==> config.mk <==
export PLATFORM = sky130hd
export DESIGN_NAME = detector_timing_gen
export DESIGN_NICKNAME = d
export VERILOG_FILES = /design/src/rtl/detector_pkg.sv /design/src/rtl/det_period_counter.sv /design/src/rtl/detector_timing_gen.sv
export SDC_FILE = /design/constraint.sdc
export NUM_CORES = 1
export LEC_CHECK = 0
export ABC_AREA = 1
export CAP_MARGIN = 20
export CORE_MARGIN = 3
export CORE_UTILIZATION = 41
export DETAILED_ROUTE_END_ITERATION = 6
export PLACE_DENSITY_LB_ADDON = 0.15
export SYNTH_ARGS = -nofsm -noshare
export SYNTH_HDL_FRONTEND = slang
export SYNTH_HIERARCHICAL = 1
export SYNTH_SLANG_ARGS = --single-unit
==> constraint.sdc <==
create_clock -name clk -period 9.3 [get_ports clk]
set_clock_uncertainty 0.2 [all_clocks]
set_input_delay 2.325 -clock clk [delete_from_list [all_inputs] [get_ports clk]]
set_output_delay 2.325 -clock clk [all_outputs]
set_load 0.02 [all_outputs]
==> src/rtl/detector_pkg.sv <==
// -----------------------------------------------------------------------------
// detector_pkg
// Shared definitions for the detector front-end timing block:
//   - FSM state encoding (also the sts_state read-back value)
//   - control register bit positions (ctrl register of the Avalon-MM bank)
//   - status register bit layout (busy, state, overrun)
// No ports; imported by detector_timing_gen.
// -----------------------------------------------------------------------------
package detector_pkg;

  // FSM state encoding, visible to software through sts_state
  localparam logic [1:0] ST_IDLE  = 2'd0;
  localparam logic [1:0] ST_INTEG = 2'd1;
  localparam logic [1:0] ST_READ  = 2'd2;
  localparam logic [1:0] ST_GAP   = 2'd3;

  // Control register bit positions
  localparam int CTRL_EN    = 0;
  localparam int CTRL_CONT  = 1;
  localparam int CTRL_START = 2;

  // Status register bit layout
  localparam int STS_BUSY      = 0;
  localparam int STS_STATE_LSB = 1;
  localparam int STS_STATE_MSB = 2;
  localparam int STS_OVERRUN   = 3;

endpackage

==> src/rtl/det_period_counter.sv <==
// -----------------------------------------------------------------------------
// det_period_counter
// Loadable down-counter used for the integration/gap, pixel and line counts.
// load has priority over en; the count holds at zero. tc flags count == 0,
// so a counter loaded with N-1 spends N cycles before tc is seen.
// Ports:
//   clk, rst_n   clock, asynchronous active-low reset
//   load         load load_value this cycle
//   en           decrement this cycle (ignored while load is high)
//   load_value   value to load
//   count        current count
//   tc           terminal count (count == 0)
// -----------------------------------------------------------------------------
module det_period_counter #(
  parameter int WIDTH = 16
) (
  input  logic             clk,
  input  logic             rst_n,
  input  logic             load,
  input  logic             en,
  input  logic [WIDTH-1:0] load_value,
  output logic [WIDTH-1:0] count,
  output logic             tc
);

  always_ff @(posedge clk or negedge rst_n) begin
    if (!rst_n) begin
      count <= '0;
    end else if (load) begin
      count <= load_value;
    end else if (en && (count != '0)) begin
      count <= count - WIDTH'(1);
    end
  end

  assign tc = (count == '0);

endmodule

==> src/rtl/detector_timing_gen.sv <==
// -----------------------------------------------------------------------------
// detector_timing_gen
// Frame/line timing sequencer for the detector front end. Timing fields come
// from the register bank and are captured when a frame enters INTEG, so CPU
// writes mid-frame only affect the next frame.
//
// Optional build macro: DET_EXT_TRIG_EN adds an ext_trig input whose rising
// edge (after a 2-FF synchroniser) acts like a cfg_start rising edge.
//
// Ports:
//   clk, rst_n        clock, asynchronous active-low reset
//   ext_trig          external trigger (only with DET_EXT_TRIG_EN)
//   cfg_enable        block enable; low aborts any frame and clears overrun
//   cfg_continuous    1 = free-running frames, 0 = one frame per start
//   cfg_start         start request, rising edge only
//   cfg_int_time      integration clocks (0 treated as 1)
//   cfg_line_len      active readout clocks per line (0 treated as 1)
//   cfg_hblank        idle clocks after each line (0 allowed)
//   cfg_num_lines     lines per frame (0 treated as 1)
//   cfg_frame_gap     idle clocks after the last line (0 allowed)
//   det_int           integration window
//   det_fsync         frame start pulse (first integration cycle)
//   det_lsync         line start pulse (first rd_valid cycle of a line)
//   det_rd_valid      readout pixel window
//   sts_busy          state != IDLE
//   sts_state         FSM state (IDLE=0, INTEG=1, READ=2, GAP=3)
//   sts_frame_cnt     completed frames, wrapping
//   sts_overrun       sticky: start request seen while busy
// All outputs are registered.
// -----------------------------------------------------------------------------
module detector_timing_gen
  import detector_pkg::*;
#(
  parameter int CNT_WIDTH  = 32,
  parameter int LINE_WIDTH = 16
) (
  input  logic                  clk,
  input  logic                  rst_n,
`ifdef DET_EXT_TRIG_EN
  input  logic                  ext_trig,
`endif
  input  logic                  cfg_enable,
  input  logic                  cfg_continuous,
  input  logic                  cfg_start,
  input  logic [CNT_WIDTH-1:0]  cfg_int_time,
  input  logic [LINE_WIDTH-1:0] cfg_line_len,
  input  logic [LINE_WIDTH-1:0] cfg_hblank,
  input  logic [LINE_WIDTH-1:0] cfg_num_lines,
  input  logic [CNT_WIDTH-1:0]  cfg_frame_gap,
  output logic                  det_int,
  output logic                  det_fsync,
  output logic                  det_lsync,
  output logic                  det_rd_valid,
  output logic                  sts_busy,
  output logic [1:0]            sts_state,
  output logic [31:0]           sts_frame_cnt,
  output logic                  sts_overrun
);

  // max(v,1)-1: reload value giving max(v,1) cycles until terminal count
  function automatic logic [CNT_WIDTH-1:0] m1_cnt(input logic [CNT_WIDTH-1:0] v);
    return (v == '0) ? '0 : v - CNT_WIDTH'(1);
  endfunction

  function automatic logic [LINE_WIDTH-1:0] m1_line(input logic [LINE_WIDTH-1:0] v);
    return (v == '0) ? '0 : v - LINE_WIDTH'(1);
  endfunction

  // ---------------------------------------------------------------------------
  // Start edge detection (plus optional synchronised external trigger)
  // ---------------------------------------------------------------------------
  logic cfg_start_d;
  logic trig_edge;
  logic start_edge;

  always_ff @(posedge clk or negedge rst_n) begin
    if (!rst_n) cfg_start_d <= 1'b0;
    else        cfg_start_d <= cfg_start;
  end

`ifdef DET_EXT_TRIG_EN
  // [0],[1]: synchroniser; [2]: previous synchronised value for edge detect
  logic [2:0] trig_sync;

  always_ff @(posedge clk or negedge rst_n) begin
    if (!rst_n) trig_sync <= '0;
    else        trig_sync <= {trig_sync[1:0], ext_trig};
  end

  assign trig_edge = trig_sync[1] & ~trig_sync[2];
`else
  assign trig_edge = 1'b0;
`endif

  assign start_edge = (cfg_start & ~cfg_start_d) | trig_edge;

  // ---------------------------------------------------------------------------
  // Counters: t = integration/gap, p = pixels or hblank in a line, l = lines
  // ---------------------------------------------------------------------------
  logic                  t_load, t_en, t_tc;
  logic [CNT_WIDTH-1:0]  t_val, t_count;
  logic                  p_load, p_en, p_tc;
  logic [LINE_WIDTH-1:0] p_val, p_count;
  logic                  l_load, l_en, l_tc;
  logic [LINE_WIDTH-1:0] l_val, l_count;

  det_period_counter #(.WIDTH(CNT_WIDTH)) u_t_cnt (
    .clk(clk), .rst_n(rst_n), .load(t_load), .en(t_en),
    .load_value(t_val), .count(t_count), .tc(t_tc)
  );

  det_period_counter #(.WIDTH(LINE_WIDTH)) u_p_cnt (
    .clk(clk), .rst_n(rst_n), .load(p_load), .en(p_en),
    .load_value(p_val), .count(p_count), .tc(p_tc)
  );

  det_period_counter #(.WIDTH(LINE_WIDTH)) u_l_cnt (
    .clk(clk), .rst_n(rst_n), .load(l_load), .en(l_en),
    .load_value(l_val), .count(l_count), .tc(l_tc)
  );

  // Counter values themselves are not needed here beyond tc
  logic unused_counts;
  assign unused_counts = ^{t_count, p_count, l_count};

  // ---------------------------------------------------------------------------
  // Configuration shadows. The integration counter is loaded straight from
  // cfg_int_time at INTEG entry, so it is its own shadow.
  // ---------------------------------------------------------------------------
  logic [LINE_WIDTH-1:0] sh_line_len, sh_hblank, sh_num_lines;
  logic [CNT_WIDTH-1:0]  sh_frame_gap;

  // ---------------------------------------------------------------------------
  // FSM
  // ---------------------------------------------------------------------------
  logic [1:0] state, state_next;
  logic       rd_blank, rd_blank_next;   // READ sub-phase: 1 = in hblank
  logic       enter_integ;
  logic       line_start;
  logic       frame_done;
  logic       frame_exit;

  // State register
  always_ff @(posedge clk or negedge rst_n) begin
    if (!rst_n) begin
      state    <= ST_IDLE;
      rd_blank <= 1'b0;
    end else begin
      state    <= state_next;
      rd_blank <= rd_blank_next;
    end
  end

  // Next-state and counter control
  always_comb begin
    state_next    = state;
    rd_blank_next = rd_blank;
    t_load = 1'b0; t_en = 1'b0; t_val = '0;
    p_load = 1'b0; p_en = 1'b0; p_val = '0;
    l_load = 1'b0; l_en = 1'b0; l_val = '0;
    enter_integ = 1'b0;
    line_start  = 1'b0;
    frame_done  = 1'b0;
    frame_exit  = 1'b0;

    if (!cfg_enable) begin
      state_next    = ST_IDLE;
      rd_blank_next = 1'b0;
    end else begin
      case (state)
        ST_IDLE: begin
          if (start_edge) enter_integ = 1'b1;
        end
        ST_INTEG: begin
          if (t_tc) begin
            state_next    = ST_READ;
            rd_blank_next = 1'b0;
            p_load        = 1'b1;
            p_val         = m1_line(sh_line_len);
            l_load        = 1'b1;
            l_val         = m1_line(sh_num_lines);
            line_start    = 1'b1;
          end else begin
            t_en = 1'b1;
          end
        end
        ST_READ: begin
          if (!p_tc) begin
            p_en = 1'b1;
          end else if (!rd_blank && (sh_hblank != '0)) begin
            // active part done, hblank follows
            rd_blank_next = 1'b1;
            p_load        = 1'b1;
            p_val         = sh_hblank - LINE_WIDTH'(1);
          end else if (!l_tc) begin
            // line (including any hblank) done, more lines to go
            rd_blank_next = 1'b0;
            p_load        = 1'b1;
            p_val         = m1_line(sh_line_len);
            l_en          = 1'b1;
            line_start    = 1'b1;
          end else begin
            // last line done: frame counts as complete here
            frame_done    = 1'b1;
            rd_blank_next = 1'b0;
            if (sh_frame_gap != '0) begin
              state_next = ST_GAP;
              t_load     = 1'b1;
              t_val      = sh_frame_gap - CNT_WIDTH'(1);
            end else begin
              frame_exit = 1'b1;
            end
          end
        end
        ST_GAP: begin
          if (t_tc) frame_exit = 1'b1;
          else      t_en       = 1'b1;
        end
      endcase

      // A zero gap exits straight from READ so back-to-back frames abut
      if (frame_exit) begin
        if (cfg_continuous) enter_integ = 1'b1;
        else                state_next  = ST_IDLE;
      end

      if (enter_integ) begin
        state_next = ST_INTEG;
        t_load     = 1'b1;
        t_val      = m1_cnt(cfg_int_time);
      end
    end
  end

  // Output decode from the upcoming state, registered below
  logic        det_int_n, det_fsync_n, det_lsync_n, det_rd_valid_n, sts_busy_n;
  logic        sts_overrun_n;
  logic [31:0] sts_frame_cnt_n;

  always_comb begin
    det_int_n       = (state_next == ST_INTEG);
    det_fsync_n     = enter_integ;
    det_lsync_n     = line_start;
    det_rd_valid_n  = (state_next == ST_READ) && !rd_blank_next;
    sts_busy_n      = (state_next != ST_IDLE);
    sts_frame_cnt_n = frame_done ? (sts_frame_cnt + 32'd1) : sts_frame_cnt;
    // disable clears overrun even if a start edge arrives in the same cycle
    if (!cfg_enable)                             sts_overrun_n = 1'b0;
    else if (start_edge && (state != ST_IDLE))   sts_overrun_n = 1'b1;
    else                                         sts_overrun_n = sts_overrun;
  end

  always_ff @(posedge clk or negedge rst_n) begin
    if (!rst_n) begin
      det_int       <= 1'b0;
      det_fsync     <= 1'b0;
      det_lsync     <= 1'b0;
      det_rd_valid  <= 1'b0;
      sts_busy      <= 1'b0;
      sts_frame_cnt <= '0;
      sts_overrun   <= 1'b0;
    end else begin
      det_int       <= det_int_n;
      det_fsync     <= det_fsync_n;
      det_lsync     <= det_lsync_n;
      det_rd_valid  <= det_rd_valid_n;
      sts_busy      <= sts_busy_n;
      sts_frame_cnt <= sts_frame_cnt_n;
      sts_overrun   <= sts_overrun_n;
    end
  end

  always_ff @(posedge clk or negedge rst_n) begin
    if (!rst_n) begin
      sh_line_len  <= '0;
      sh_hblank    <= '0;
      sh_num_lines <= '0;
      sh_frame_gap <= '0;
    end else if (enter_integ) begin
      sh_line_len  <= cfg_line_len;
      sh_hblank    <= cfg_hblank;
      sh_num_lines <= cfg_num_lines;
      sh_frame_gap <= cfg_frame_gap;
    end
  end

  assign sts_state = state;

endmodule
* Word-level counts from Yosys, hierarchy flattened *
Index checks and enable logic that the tools add are counted.

storage, ports and cells
  register bits = 186
  bits of input ports = 117
  output and inout port bits = 40
  logic and storage cells = 146

operators by class
  add/sub/neg operators = 9
  equality and inequality tests = 6
  multiplexer cells = 86
  bitwise operators = 2
  reductions and logical operators = 26

operators with widths
  kind                   count
  $mux 32                10
  $mux 16                14
  $sub 32x1->32 const B  3
  $sub 16x1->16 const B  5
  $logic_not 16->1       4
  $logic_not 32->1       2
  $reduce_bool 32->1     2
  $reduce_bool 16->1     3
  $mux 1                 47
  $add 32x1->32 const B  1
  $pmux 16 s2            1
  $mux 2                 9
  $reduce_bool 2->1      5
  $pmux 1 s2             4
  $eq 2x2->1 const B     3
  $logic_and 1x1->1      6
  $eq 2x1->1 const B     2
  $pmux 2 s2             1
  $logic_not 1->1        2
  $logic_not 2->1        1
  $ne 2x1->1 const B     1
  $reduce_or 2->1        1
  $and 1x1->1            1
  $not 1->1              1

* Logic depth before layout (Yosys ltp) *
  word-level depth = 13
  mapped depth = 25

* Cells and area by module *
The synthesis kept the hierarchy.

by module, submodules not included
  module                        instances  cells each  area an instance (µm²)  sequential area each (µm²)
  detector_timing_gen           1          1377        9125.0                  3052.9
  det_period_counter (u_t_cnt)  1          433         2653.8                  800.8
  det_period_counter (u_p_cnt)  1          181         1337.5                  400.4
  det_period_counter (u_l_cnt)  1          183         1255.0                  400.4

* Worst setup path before layout *
OpenSTA, ideal clock, no wires.

  path kind = in2reg
  from = in cfg_int_time[12]
  to = reg u_t_cnt.count[18]
  library setup time = 0.117 ns
  arrival time = 3.911 ns
  required time = 8.983 ns
  slack = 5.072 ns
  stages on the path = 12
  path through = nor2_1 > nand2_1 > nor2_1 > nand2_1 > nor3_1 > o21bai_1 > a21oi_1 > nand2_1 > nand2_1 > or2_2 > nand3_2 > nand2_1

between the ends
  longest elaborated chain between the ends = 5
  elaborated cells between the ends (all ways) = 6
  classes of those cells = 1 x add/sub; 4 x mux; 1 x reduce/logical

RTL lines
  item                                                      line                        text
  from (decl)                                               detector_timing_gen.sv:45   input logic [CNT_WIDTH-1:0] cfg_int_time,
  $sub 32x1->32 / $logic_not 32->1 (equally long branches)  detector_timing_gen.sv:62   return (v == '0) ? '0 : v - CNT_WIDTH'(1);
  $mux 32 *                                                 detector_timing_gen.sv:62
  $mux 32 *                                                 detector_timing_gen.sv:227  if (enter_integ) begin
  $mux 32 *                                                 detector_timing_gen.sv:166  if (!cfg_enable) begin
  named net t_val[18]                                       detector_timing_gen.sv:101  logic [CNT_WIDTH-1:0] t_val, t_count;
  $mux 32 *                                                 det_period_counter.sv:29    end else if (load) begin
  to (signal assigned)                                      det_period_counter.sv:30    count <= load_value;
  to (signal assigned)                                      det_period_counter.sv:32    count <= count - WIDTH'(1);
  to (decl)                                                 det_period_counter.sv:22    output logic [WIDTH-1:0] count,

The timed path passes the listed nets; every way through them passes the cells marked *.
A chain may end at the register's enable or synchronous reset.

* Final worst setup path *
  from = in cfg_start
  to = reg u_t_cnt.count[15]

between the ends
  longest elaborated chain between the ends = 9
  elaborated cells between the ends (all ways) = 12
  classes of those cells = 10 x mux; 1 x bitwise; 1 x reduce/logical

RTL lines
  item                                                 line                        text
  from (decl)                                          detector_timing_gen.sv:44   input logic cfg_start,
  $and 1x1->1 *                                        detector_timing_gen.sv:95   assign start_edge = (cfg_start & ~cfg_start_d) | trig_edge;
  $mux 1 *                                             detector_timing_gen.sv:172  if (start_edge) enter_integ = 1'b1;
  $mux 1 *                                             detector_timing_gen.sv:170  case (state)
  $mux 1                                               detector_timing_gen.sv:223  if (cfg_continuous) enter_integ = 1'b1;
  $mux 1 *                                             detector_timing_gen.sv:222  if (frame_exit) begin
  $mux 1 *                                             detector_timing_gen.sv:166
  $mux 1 *                                             detector_timing_gen.sv:227
  $mux 1 *                                             detector_timing_gen.sv:166
  named net t_load                                     detector_timing_gen.sv:100  logic t_load, t_en, t_tc;
  $mux 32 / $reduce_bool 2->1 (equally long branches)  -

The timed path passes the listed nets; every way through them passes the cells marked *. The select of a mux whose other input is x is not followed.

==> flow_metrics.py <==
metrics = {
    "outcome": {
        "outcome": "complete, no violations",
    },
    "placement": {
        "gp_congestion": 0.903,
        "dp_cells": 2731,
        "placed_cell_area_um2": 16200,
        "dp_hpwl_um": 32400,
        "portBuffers": 156,
    },
    "floorplanning": {
        "start_util_pct": 42.2,
        "num_rows": 67,
        "die_w_um": 193,
        "io_pins": 157,
        "dieHeight_um": 193,
        "dieArea_um2": 37300,
        "core_um2": 34000,
    },
    "layout": {
        "finalInstanceArea_um2": 16800,
        "final_util_pct": 49.4,
        "fillers": 3542,
        "fin_nets": 2438,
        "drive_above_1_share_pct": 8.71,
        "fin_cells": 2767,
        "multi_input_comb_area_um2": 8680,
        "seqCellArea_um2": 4650,
        "area_growth_pct": 17.1,
    },
    "synth": {
        "ys.warnings.count": 6,
        "synth_xor_area_share_pct": 6.88,
        "synthArstFlopShare_pct": 100,
        "synth_edf_count": 0,
        "seq_area_frac_synth_pct": 32.4,
        "synthesis.nets": 2307,
        "synth_compound_gate_area_share_pct": 5.81,
        "yosys_most_used_dff": "dfrtp_1",
        "synth_top_family_by_area": "simple AND/OR/NAND/NOR gates",
        "yosys_register_bits": 186,
        "synthAdderAreaFrac_pct": 1.39,
        "ys_types": 55,
        "muxShareOfSynthArea_pct": 0,
        "yosys.area_share.simple_pct": 46.3,
        "netlist_area_um2": 14400,
        "syn_inst": 2174,
        "syn_area_per_cell_um2": 6.61,
    },
    "worst_setup_path": {
        "start_kind": "input pin",
        "slowest_delay_ns": 0.79,
        "worst-r2r-setup-slack_ns": 3.98,
        "worstSetupEndpointType": "flop",
        "cp.arrival_ns": 5.55,
        "crit_buf_inv": 4,
        "startpoint": "cfg_start",
        "critical_path_required_ns": 9.48,
        "critPathMaxFanout": 42,
        "criticalPathCategory": "input pin to flop",
        "worst_path_max_delay_cell": "clkinv_1",
        "crit_family": "buffers and inverters",
        "reg2reg_from": "u_p_cnt/count[0]",
        "crit_path_cell_trace": "clkdlybuf4s50_1 -> nand3_1 -> nand3_1 -> nand2_1 -> inv_1 -> buf_4 -> clkinv_1 -> nand2_4 -> nand2_1 -> o21ai_2",
    },
    "pwr": {
        "p_leak_nw": 8.05,
        "power.density_nw_per_um2": 222,
        "power_mw": 3.74,
        "ir_drop_mv": 0.148,
    },
    "timing": {
        "fin_crit_ns": 5.36,
        "slew_headroom_pct": 37.1,
        "post-route-period-util_pct": 57.7,
        "fmax_mhz": 186,
        "final_max_slew_viol_count": 0,
        "worst_pin_slew_ns": 0.943,
        "fin_tns_setup_ns": 0,
        "report.final.setup_viol": 0,
        "timing.final.hold_violations": 0,
        "rsz0062_at_grt": "false",
    },
    "global_routing": {
        "grt_max_degree": 111,
        "grt_pass1_vias": 13600,
        "grt_pass1_wl_um": 69100,
        "grt_use_total_pct": 22.2,
        "overflow": 0,
        "antenna_found_initial": 1,
    },
    "clock_network": {
        "post_cts_resized": 0,
        "h-tree-depth": 4,
        "clkSinkCount": 186,
        "postCtsSetupBuffers": 0,
        "clkTransAtPathRegs_ns": 0.08,
        "cts_tree": "yes",
        "clkLatencyLatePin_ns": 0.46,
        "clockBufferDepth": 2,
        "root_buffer": "clkbuf_16",
        "cts_buffers": 17,
        "ctsHoldBuffers": 0,
    },
    "drt": {
        "vias": 14100,
        "ant_nets": 0,
        "viasPerCell": 5.08,
        "routed_wl_um": 41900,
        "routedWlPerCell_um": 15.2,
        "dr.pass1.iters": 5,
        "first_iter_violations": 867,
        "drc_errors": 0,
    },
    "worst_hold_path": {
        "min-delay-start": "sh_frame_gap[31]",
        "hp-class": "flop to flop",
    },
    "flow_run": {
        "drv_cap": 0,
    },
}
registers in the layout (all words and copies together) (netlist names), 2 cells and up:
| signal | cells |
|---|---|
| sh_frame_gap | 32 |
| sh_hblank | 16 |
| sh_line_len | 16 |
| sh_num_lines | 16 |
| sts_frame_cnt | 32 |
| sts_state | 2 |
| u_l_cnt/count | 16 |
| u_p_cnt/count | 16 |
| u_t_cnt/count | 32 |
Yosys cell counts, types with 6 or more instances:
| cell | number | share of area, % |
|---|---|---|
| dfrtp_1 | 186 | 32 |
| buf_2 | 15 | 0.52 |
| or2_2 | 15 | 0.65 |
| nor4_1 | 10 | 0.44 |
| buf_4 | 10 | 0.52 |
| inv_1 | 165 | 4.3 |
| nand2_2 | 41 | 1.8 |
| nand2_4 | 12 | 0.94 |
| o21ai_0 | 48 | 1.7 |
| nor2_2 | 22 | 0.96 |
| nand3_2 | 21 | 1.5 |
| nand2_1 | 771 | 20 |
| nor2_4 | 14 | 1.1 |
| o21ai_2 | 14 | 0.85 |
| xnor2_1 | 38 | 2.3 |
| nand3_1 | 153 | 5.3 |
| nand3b_1 | 7 | 0.37 |
| xor2_1 | 73 | 4.4 |
| o21bai_1 | 6 | 0.31 |
| ha_1 | 16 | 1.4 |
| nand4_1 | 46 | 2.0 |
| nor3_1 | 42 | 1.5 |
| o22ai_1 | 6 | 0.26 |
| clkbuf_1 | 16 | 0.42 |
| nor2_1 | 326 | 8.5 |
| a21oi_1 | 40 | 1.4 |
cell type report:
| type | count | share of cell area [%] |
|---|---|---|
| inverter | 172 | 3.85 |
| clock buffer | 17 | 2.53 |
| clock inverter | 15 | 1.07 |
| timing repair buffer | 167 | 9.94 |
| tap | 448 | 3.33 |
| sequential | 186 | 27.7 |
| multi-input combinational | 1761 | 51.6 |
| antenna | 1 | 0.0149 |
worst paths after layout:
path,endpoint,cells past startpoint
min in group asynchronous,sh_num_lines[3],1
max reg2reg,u_t_cnt/count[15],21
min reg2reg,sh_frame_gap[31],2
max,u_t_cnt/count[15],10
max in group asynchronous,sh_frame_gap[18],3
min,sh_frame_gap[31],2
per-stage QoR:
stage	setup slack, ns	hold slack (ns)
after floorplan	5.07	0.249
after global placement	3.53	0.267
after detailed placement	3.51	0.269
after CTS	3.98	0.291
after global routing	3.41	0.330
final	3.94	0.288
power by group:
group	switching [mW]	total (mW)	internal, mW	leakage, nW
clock	0.369	0.775	0.406	0.287
combinational	1.04	1.65	0.609	5.38
sequential	0.292	1.32	1.02	2.38
per-layer routing:
layer / part of all wire, % / global-route usage, %
met3: 3.9 / 2.94
met4: 2.1 / 6.03
met1: 47 / 30.6
met2: 47 / 36.8
met5: 0 / 0
worst register-to-register path, delay by kind of cell (launching register included):
| kind | cells | cell delay, ns |
|---|---|---|
| and+or+nand+nor | 12 | 2.54 |
| buffers and inverters | 6 | 1.60 |
| adders and majority gates | 1 | 0.28 |
| AOI/OAI and AO/OA | 2 | 0.24 |
| DFF | 1 | 0.40 |
cells by family after synthesis:
kind of cell,Yosys count
flops,186
compound gates,138
xor+xnor,112
buf+inv,227
fa+ha+maj,16
simple gates,1495
cell usage in the layout, fill, tap and decap left out, drive strengths merged, types with 39 or more instances in the layout:
master and count:
a21oi 43, nor2 363, xnor2 39, xor2 73
nor3 43, nand3 175, dfrtp 186, nand2 826
nand4 46, o21ai 67, inv 177, clkdlybuf4s50 155
No activity file was read; power rests on OpenSTA's default activity.
